**config.mk**
```make
export PLATFORM = sky130hd
export DESIGN_NAME = wb_regfile_flat
export DESIGN_NICKNAME = d
export VERILOG_FILES = /design/src/rtl/wb_regfile_if.sv /design/src/rtl/wb_regfile.sv /design/src/flat_wrapper.sv
export SDC_FILE = /design/constraint.sdc
export NUM_CORES = 2
export LEC_CHECK = 0
export CAP_MARGIN = 20
export CORE_UTILIZATION = 62
export DETAILED_ROUTE_END_ITERATION = 8
export GPL_TIMING_DRIVEN = 0
export PLACE_DENSITY = 0.81
export SKIP_LAST_GASP = 1
export SYNTH_ARGS = -nofsm -noshare
export SYNTH_HDL_FRONTEND = slang
export SYNTH_SLANG_ARGS = --single-unit
```
**constraint.sdc**
```tcl
create_clock -name clock -period 3.4 [get_ports clock]
set_input_delay 0.68 -clock clock [delete_from_list [all_inputs] [get_ports clock]]
set_output_delay 0.68 -clock clock [all_outputs]
set_load 0.05 [all_outputs]
```
**src/rtl/wb_regfile_if.sv**
```systemverilog
// MEM/WB-to-regfile bundle: write-back inputs, ID read ports,
// forwarding value, commit strobe and retire counter.
interface wb_regfile_if #(
  parameter int DATA_W = 32,
  parameter int ADDR_W = 5,
  parameter int CNT_W  = 32
);
  logic [DATA_W-1:0] memData;
  logic [DATA_W-1:0] aluResult;
  logic [ADDR_W-1:0] writeReg;
  logic [1:0]        WB;
  logic [ADDR_W-1:0] readReg1;
  logic [ADDR_W-1:0] readReg2;
  logic [DATA_W-1:0] readData1;
  logic [DATA_W-1:0] readData2;
  logic [DATA_W-1:0] wbData;
  logic              wbValid;
  logic [CNT_W-1:0]  retireCount;

  modport master (
    output memData, aluResult, writeReg, WB,
    output readReg1, readReg2,
    input  readData1, readData2,
    input  wbData, wbValid, retireCount
  );

  modport slave (
    input  memData, aluResult, writeReg, WB,
    input  readReg1, readReg2,
    output readData1, readData2,
    output wbData, wbValid, retireCount
  );
endinterface

```
**src/rtl/wb_regfile.sv**
```systemverilog
// Write-back stage + 32x32 register file with retire counter.
// Ports: clock, reset_n (async low), bus (wb_regfile_if.slave).
// Option: WB_BYPASS_EN forwards the committing value to reads.
module wb_regfile #(
  parameter int DATA_W = 32,
  parameter int ADDR_W = 5,
  parameter int CNT_W  = 32
) (
  input  logic           clock,
  input  logic           reset_n,
  wb_regfile_if.slave    bus
);
  localparam int NREG = 1 << ADDR_W;

  logic [DATA_W-1:0] regs_q [1:NREG-1];
  logic [CNT_W-1:0]  retire_q;
  logic [CNT_W-1:0]  retire_d;
  logic [DATA_W-1:0] wb_data;
  logic              wb_valid;
  logic [DATA_W-1:0] rd1;
  logic [DATA_W-1:0] rd2;

  assign wb_data  = bus.WB[0] ? bus.memData
                              : bus.aluResult;
  assign wb_valid = bus.WB[1] &&
                    (bus.writeReg != '0);

  assign retire_d = wb_valid
                  ? retire_q + CNT_W'(1)
                  : retire_q;

  always_ff @(posedge clock or negedge reset_n) begin
    if (!reset_n) begin
      for (int i = 1; i < NREG; i++)
        regs_q[i] <= '0;
      retire_q <= '0;
    end else begin
      if (wb_valid)
        regs_q[bus.writeReg] <= wb_data;
      retire_q <= retire_d;
    end
  end

  always_comb begin
    rd1 = '0;
    if (bus.readReg1 != '0)
      rd1 = regs_q[bus.readReg1];
`ifdef WB_BYPASS_EN
    if (wb_valid &&
        bus.readReg1 == bus.writeReg)
      rd1 = wb_data;
`endif
  end

  always_comb begin
    rd2 = '0;
    if (bus.readReg2 != '0)
      rd2 = regs_q[bus.readReg2];
`ifdef WB_BYPASS_EN
    if (wb_valid &&
        bus.readReg2 == bus.writeReg)
      rd2 = wb_data;
`endif
  end

  assign bus.readData1   = rd1;
  assign bus.readData2   = rd2;
  assign bus.wbData      = wb_data;
  assign bus.wbValid     = wb_valid;
  assign bus.retireCount = retire_q;
endmodule
```
**src/flat_wrapper.sv**
```systemverilog
// flat-port wrapper written by rule: the top's interface ports become plain ports
module wb_regfile_flat 
#(
  parameter int DATA_W = 32,
  parameter int ADDR_W = 5,
  parameter int CNT_W  = 32
)
  (clock, reset_n, bus_memData, bus_aluResult, bus_writeReg, bus_WB, bus_readReg1, bus_readReg2, bus_readData1, bus_readData2, bus_wbData, bus_wbValid, bus_retireCount);
  wb_regfile_if #(.DATA_W(DATA_W), .ADDR_W(ADDR_W), .CNT_W(CNT_W)) bus_i ();
  input  logic clock;
  input  logic reset_n;
  input wire logic [$bits(bus_i.memData)-1:0] bus_memData;
  input wire logic [$bits(bus_i.aluResult)-1:0] bus_aluResult;
  input wire logic [$bits(bus_i.writeReg)-1:0] bus_writeReg;
  input wire logic [$bits(bus_i.WB)-1:0] bus_WB;
  input wire logic [$bits(bus_i.readReg1)-1:0] bus_readReg1;
  input wire logic [$bits(bus_i.readReg2)-1:0] bus_readReg2;
  output wire logic [$bits(bus_i.readData1)-1:0] bus_readData1;
  output wire logic [$bits(bus_i.readData2)-1:0] bus_readData2;
  output wire logic [$bits(bus_i.wbData)-1:0] bus_wbData;
  output wire logic [$bits(bus_i.wbValid)-1:0] bus_wbValid;
  output wire logic [$bits(bus_i.retireCount)-1:0] bus_retireCount;
  assign bus_i.memData = bus_memData;
  assign bus_i.aluResult = bus_aluResult;
  assign bus_i.writeReg = bus_writeReg;
  assign bus_i.WB = bus_WB;
  assign bus_i.readReg1 = bus_readReg1;
  assign bus_i.readReg2 = bus_readReg2;
  assign bus_readData1 = bus_i.readData1;
  assign bus_readData2 = bus_i.readData2;
  assign bus_wbData = bus_i.wbData;
  assign bus_wbValid = bus_i.wbValid;
  assign bus_retireCount = bus_i.retireCount;
  wb_regfile #(.DATA_W(DATA_W), .ADDR_W(ADDR_W), .CNT_W(CNT_W)) u_core (.clock(clock), .reset_n(reset_n), .bus(bus_i));
endmodule
```
==> flow_results.xml <==
<?xml version="1.0" encoding="UTF-8"?>
<metrics>
  <group name="synthesis">
    <metric name="syn_inst" unit="">4949</metric>
    <metric name="netlist_top_cells_count" unit="">sky130_fd_sc_hd__dfrtp_1, sky130_fd_sc_hd__nand2_1, sky130_fd_sc_hd__o21ai_0</metric>
    <metric name="synth.distinct_cells" unit="">45</metric>
    <metric name="postSynthRegisterBits" unit="">1024</metric>
    <metric name="synth.largest_area_cell" unit="">sky130_fd_sc_hd__dfrtp_1</metric>
    <metric name="syn-mean-instance-area" unit="um^2">10.7</metric>
    <metric name="post-synth-top-count-cell" unit="">sky130_fd_sc_hd__dfrtp_1</metric>
    <metric name="asyncSetResetFlopFracSynth" unit="">1.00</metric>
    <metric name="syn-cell-area" unit="mm^2">0.0527</metric>
    <metric name="yosys_most_used_dff" unit="">sky130_fd_sc_hd__dfrtp_1</metric>
    <metric name="ys_warn_count" unit="">0</metric>
    <metric name="number_of_flops_mapped_to_enable_cells_by_yosys" unit="">0</metric>
    <metric name="synth-seq-area-share" unit="">0.486</metric>
    <metric name="synth_top_cells_by_area" unit="">sky130_fd_sc_hd__dfrtp_1, sky130_fd_sc_hd__mux4_2, sky130_fd_sc_hd__o21ai_0</metric>
    <metric name="share_of_yosys_cell_area_claimed_by_the_top_area_cell_type" unit="">0.486</metric>
    <metric name="synth_net_count" unit="">5033</metric>
  </group>
  <group name="pwr">
    <metric name="intPower" unit="mW">26.5</metric>
    <metric name="total_leakage_power" unit="nW">26.8</metric>
    <metric name="netSwitchingPower" unit="mW">13.1</metric>
    <metric name="power.share.combinational" unit="">0.254</metric>
    <metric name="seq_power_share" unit="">0.432</metric>
    <metric name="pwr_density_cell" unit="mW/mm^2">637</metric>
    <metric name="power.ir.vdd_worst" unit="V">0.000478</metric>
    <metric name="clock_power_share" unit="">0.314</metric>
    <metric name="power.share.switching" unit="">0.331</metric>
  </group>
  <group name="place">
    <metric name="replace_congestion" unit="">1.01</metric>
    <metric name="numPlacedInstances" unit="">6293</metric>
    <metric name="place.detailed.hpwl" unit="um">135000</metric>
    <metric name="preCtsSetupSlack" unit="ps">-1740</metric>
    <metric name="port_buffers" unit="">201</metric>
  </group>
  <group name="final_layout">
    <metric name="area_growth_syn_to_layout" unit="%">17.7</metric>
    <metric name="layout.nets" unit="">5359</metric>
    <metric name="stdcell_count" unit="">6492</metric>
    <metric name="final_core_util" unit="">0.740</metric>
    <metric name="layout-drive-gt1-share" unit="">0.217</metric>
  </group>
  <group name="timing">
    <metric name="timing.final.crit_period" unit="ps">3600</metric>
    <metric name="worst_pin_slew" unit="ps">1190</metric>
    <metric name="postLayoutSetupSlackWorst" unit="ps">-201</metric>
    <metric name="rsz_0062_raised_after_global_routing" unit="">true</metric>
    <metric name="layout_worst_path_cycle_share" unit="">1.06</metric>
    <metric name="slew-limit-headroom" unit="">0.205</metric>
    <metric name="setup-violations-final" unit="">34</metric>
    <metric name="finalHoldViolations" unit="">10</metric>
    <metric name="final-max-slew-violation-count" unit="">0</metric>
    <metric name="fmax" unit="GHz">0.278</metric>
    <metric name="holdWs" unit="ps">-25.6</metric>
    <metric name="worst_clock_skew" unit="ps">12.7</metric>
  </group>
  <group name="grt">
    <metric name="globalRouteMet1Util" unit="">0.559</metric>
    <metric name="grt_max_degree" unit="">126</metric>
    <metric name="grt_busiest_layer" unit="">met2</metric>
    <metric name="grt_first_pass_wirelength" unit="um">277000</metric>
    <metric name="grt_antenna_before_repair" unit="">6</metric>
    <metric name="met2_usage" unit="">0.647</metric>
    <metric name="globalRouteOverflowTotal" unit="">0</metric>
    <metric name="grt_pass1_vias" unit="">45400</metric>
    <metric name="gr-usage-all-layers" unit="">0.430</metric>
    <metric name="use_met3" unit="">0.145</metric>
  </group>
  <group name="job">
    <metric name="cap_violations" unit="">0</metric>
  </group>
  <group name="clocking">
    <metric name="cts.clk_slew.worst_paths" unit="ps">60</metric>
    <metric name="cts_tree" unit="">yes</metric>
    <metric name="clockRootBuffer" unit="">sky130_fd_sc_hd__clkbuf_16</metric>
    <metric name="clock_sinks" unit="">1024</metric>
    <metric name="cts-htree-levels" unit="">3</metric>
    <metric name="clock_latency" unit="ps">670</metric>
    <metric name="numCtsBuffers" unit="">103</metric>
    <metric name="cts.path.max_buffers" unit="">3</metric>
    <metric name="holdBufCountCts" unit="">0</metric>
  </group>
  <group name="setup_path">
    <metric name="worst_ep_arrival_time" unit="ps">2920</metric>
    <metric name="worst-setup-path-type" unit="">input port to output pin</metric>
    <metric name="critical_path_source_type" unit="">input port</metric>
    <metric name="critical_path_peak_fanout" unit="">10</metric>
    <metric name="timing.critical_path.to_type" unit="">output pin</metric>
    <metric name="critPathRequiredTime" unit="ps">2720</metric>
    <metric name="worst_reg_to_reg_cells" unit="">5</metric>
  </group>
  <group name="routing">
    <metric name="wl_per_cell" unit="um">28.4</metric>
    <metric name="final_antenna_net_count" unit="">0</metric>
    <metric name="drt_iter0_drc" unit="">6717</metric>
    <metric name="total_wire_length" unit="um">184000</metric>
    <metric name="vias_per_cell" unit="">7.03</metric>
    <metric name="route.vias.total" unit="">45600</metric>
    <metric name="number_of_iterations_in_the_first_detailed_routing_pass" unit="">7</metric>
    <metric name="drc_errors" unit="">0</metric>
  </group>
  <group name="die">
    <metric name="std_cell_rows" unit="">106</metric>
    <metric name="floorplan.core_area" unit="mm^2">0.0840</metric>
    <metric name="total_die_area" unit="mm^2">0.0862</metric>
    <metric name="initial_utilization" unit="">0.628</metric>
    <metric name="top_level_ports" unit="">212</metric>
    <metric name="die_x" unit="um">294</metric>
    <metric name="floorplan.die.height" unit="um">294</metric>
  </group>
  <group name="outcome">
    <metric name="status" unit="">finished with violations</metric>
    <metric name="violated_checks" unit="">negative hold slack, negative setup slack</metric>
  </group>
  <group name="min_path">
    <metric name="holdCritPathClass" unit="">input port to async pin</metric>
  </group>
</metrics>
## power by group through the flow
stage	clock network, mW	registers (mW)	logic [mW]
final	12.4	17.1	10.1
after global routing	12.8	17.3	10.6
after CTS	12.3	16.9	9.60
after detailed placement	0	17.0	9.19
after global placement	0	16.8	8.72
after floorplan	0	16.4	6.35
## layout make-up
cell class,instances,area [um^2]
Fill cell,5437,21900
Tap cell,1134,1420
Sequential cell,1024,25600
Buffer,496,2790
Antenna cell,1,2.50
Inverter,40,150
Clock inverter,52,703
Clock buffer,135,2940
Timing Repair Buffer,226,2260
Multi-Input combinational cell,3384,26200
## metrics by stage
step / power, mW / hold slack [ps] / setup TNS (ps) / instance area, um^2
3_5_place_dp: 26.2 / 462 / -303210 / 56400
5_1_grt: 40.7 / 33.6 / -519 / 62100
4_1_cts: 38.8 / 5.50 / -1170 / 61600
3_3_place_gp: 25.5 / 458 / - / 56200
6_report: 39.6 / -25.6 / -1390 / 62100
2_1_floorplan: 22.8 / 384 / 0 / 52700
## critical path, stage by stage
cell and delay (ps):
sky130_fd_sc_hd__buf_6 210, sky130_fd_sc_hd__buf_6 240, sky130_fd_sc_hd__buf_4 310, sky130_fd_sc_hd__mux2i_1 270, sky130_fd_sc_hd__o22ai_1 200, sky130_fd_sc_hd__o31ai_4 400, sky130_fd_sc_hd__o21ai_1 200, sky130_fd_sc_hd__clkdlybuf4s15_2 380
## layout by cell type (no fill, tap or decap), types with 45 or more instances in the layout
| cell | n |
|---|---|
| sky130_fd_sc_hd__dfrtp_1 | 1024 |
| sky130_fd_sc_hd__nand2_1 | 720 |
| sky130_fd_sc_hd__o21ai_0 | 629 |
| sky130_fd_sc_hd__nor2_1 | 438 |
| sky130_fd_sc_hd__a21oi_1 | 418 |
| sky130_fd_sc_hd__mux4_2 | 384 |
| sky130_fd_sc_hd__clkbuf_1 | 258 |
| sky130_fd_sc_hd__mux2i_1 | 160 |
| sky130_fd_sc_hd__a22o_1 | 128 |
| sky130_fd_sc_hd__clkdlybuf4s50_1 | 108 |
| sky130_fd_sc_hd__clkbuf_16 | 105 |
| sky130_fd_sc_hd__mux2_2 | 97 |
| sky130_fd_sc_hd__buf_4 | 85 |
| sky130_fd_sc_hd__buf_2 | 66 |
| sky130_fd_sc_hd__a22oi_1 | 63 |
| sky130_fd_sc_hd__clkbuf_2 | 62 |
| sky130_fd_sc_hd__o21ai_1 | 60 |
| sky130_fd_sc_hd__buf_6 | 45 |
## path summary, 6_finish.rpt
path / from / slack [ps] / endpoint
max in group asynchronous: reset_n / 830 / u_core.regs_q[857]
worst max register to register: u_core.bus.retireCount[4] / 1250 / u_core.bus.retireCount[30]
worst min-delay path: reset_n / -30 / u_core.regs_q[5]
worst max-delay path: bus_readReg1[0] / -200 / bus_readData1[0]
worst min register to register: u_core.bus.retireCount[31] / 460 / u_core.bus.retireCount[31]
min in group clock: u_core.bus.retireCount[31] / 460 / u_core.bus.retireCount[31]
## per-layer routing
layer | up-vias | wire [um]
met4 | 12 | 10800
met3 | 705 | 27300
li1 | 18500 | -
met5 | - | 126
met1 | 22700 | 62800
met2 | 3757 | 83600
## registers in the layout, indices dropped and copies added, names as in the netlist
| signal | count |
|---|---|
| u_core.regs_q | 992 |
| u_core.bus.retireCount | 32 |
## what timing repair did
action,CTS,global route
pin swaps,9,6
endpoints found under the setup margin,97,88
gates cloned,0,0
gates resized for setup,893,169
buffers inserted,8,8
## cell families after synthesis
logic type      count (synthesis)  synth area share
compound gates               1444             0.154
xor+xnor                       31           0.00515
fa+ha+maj                       1          0.000237
buf+inv                       541            0.0416
flops                        1024             0.486
mux                           673             0.221
simple gates                 1235            0.0918
Power figures use the tool's default switching activity.
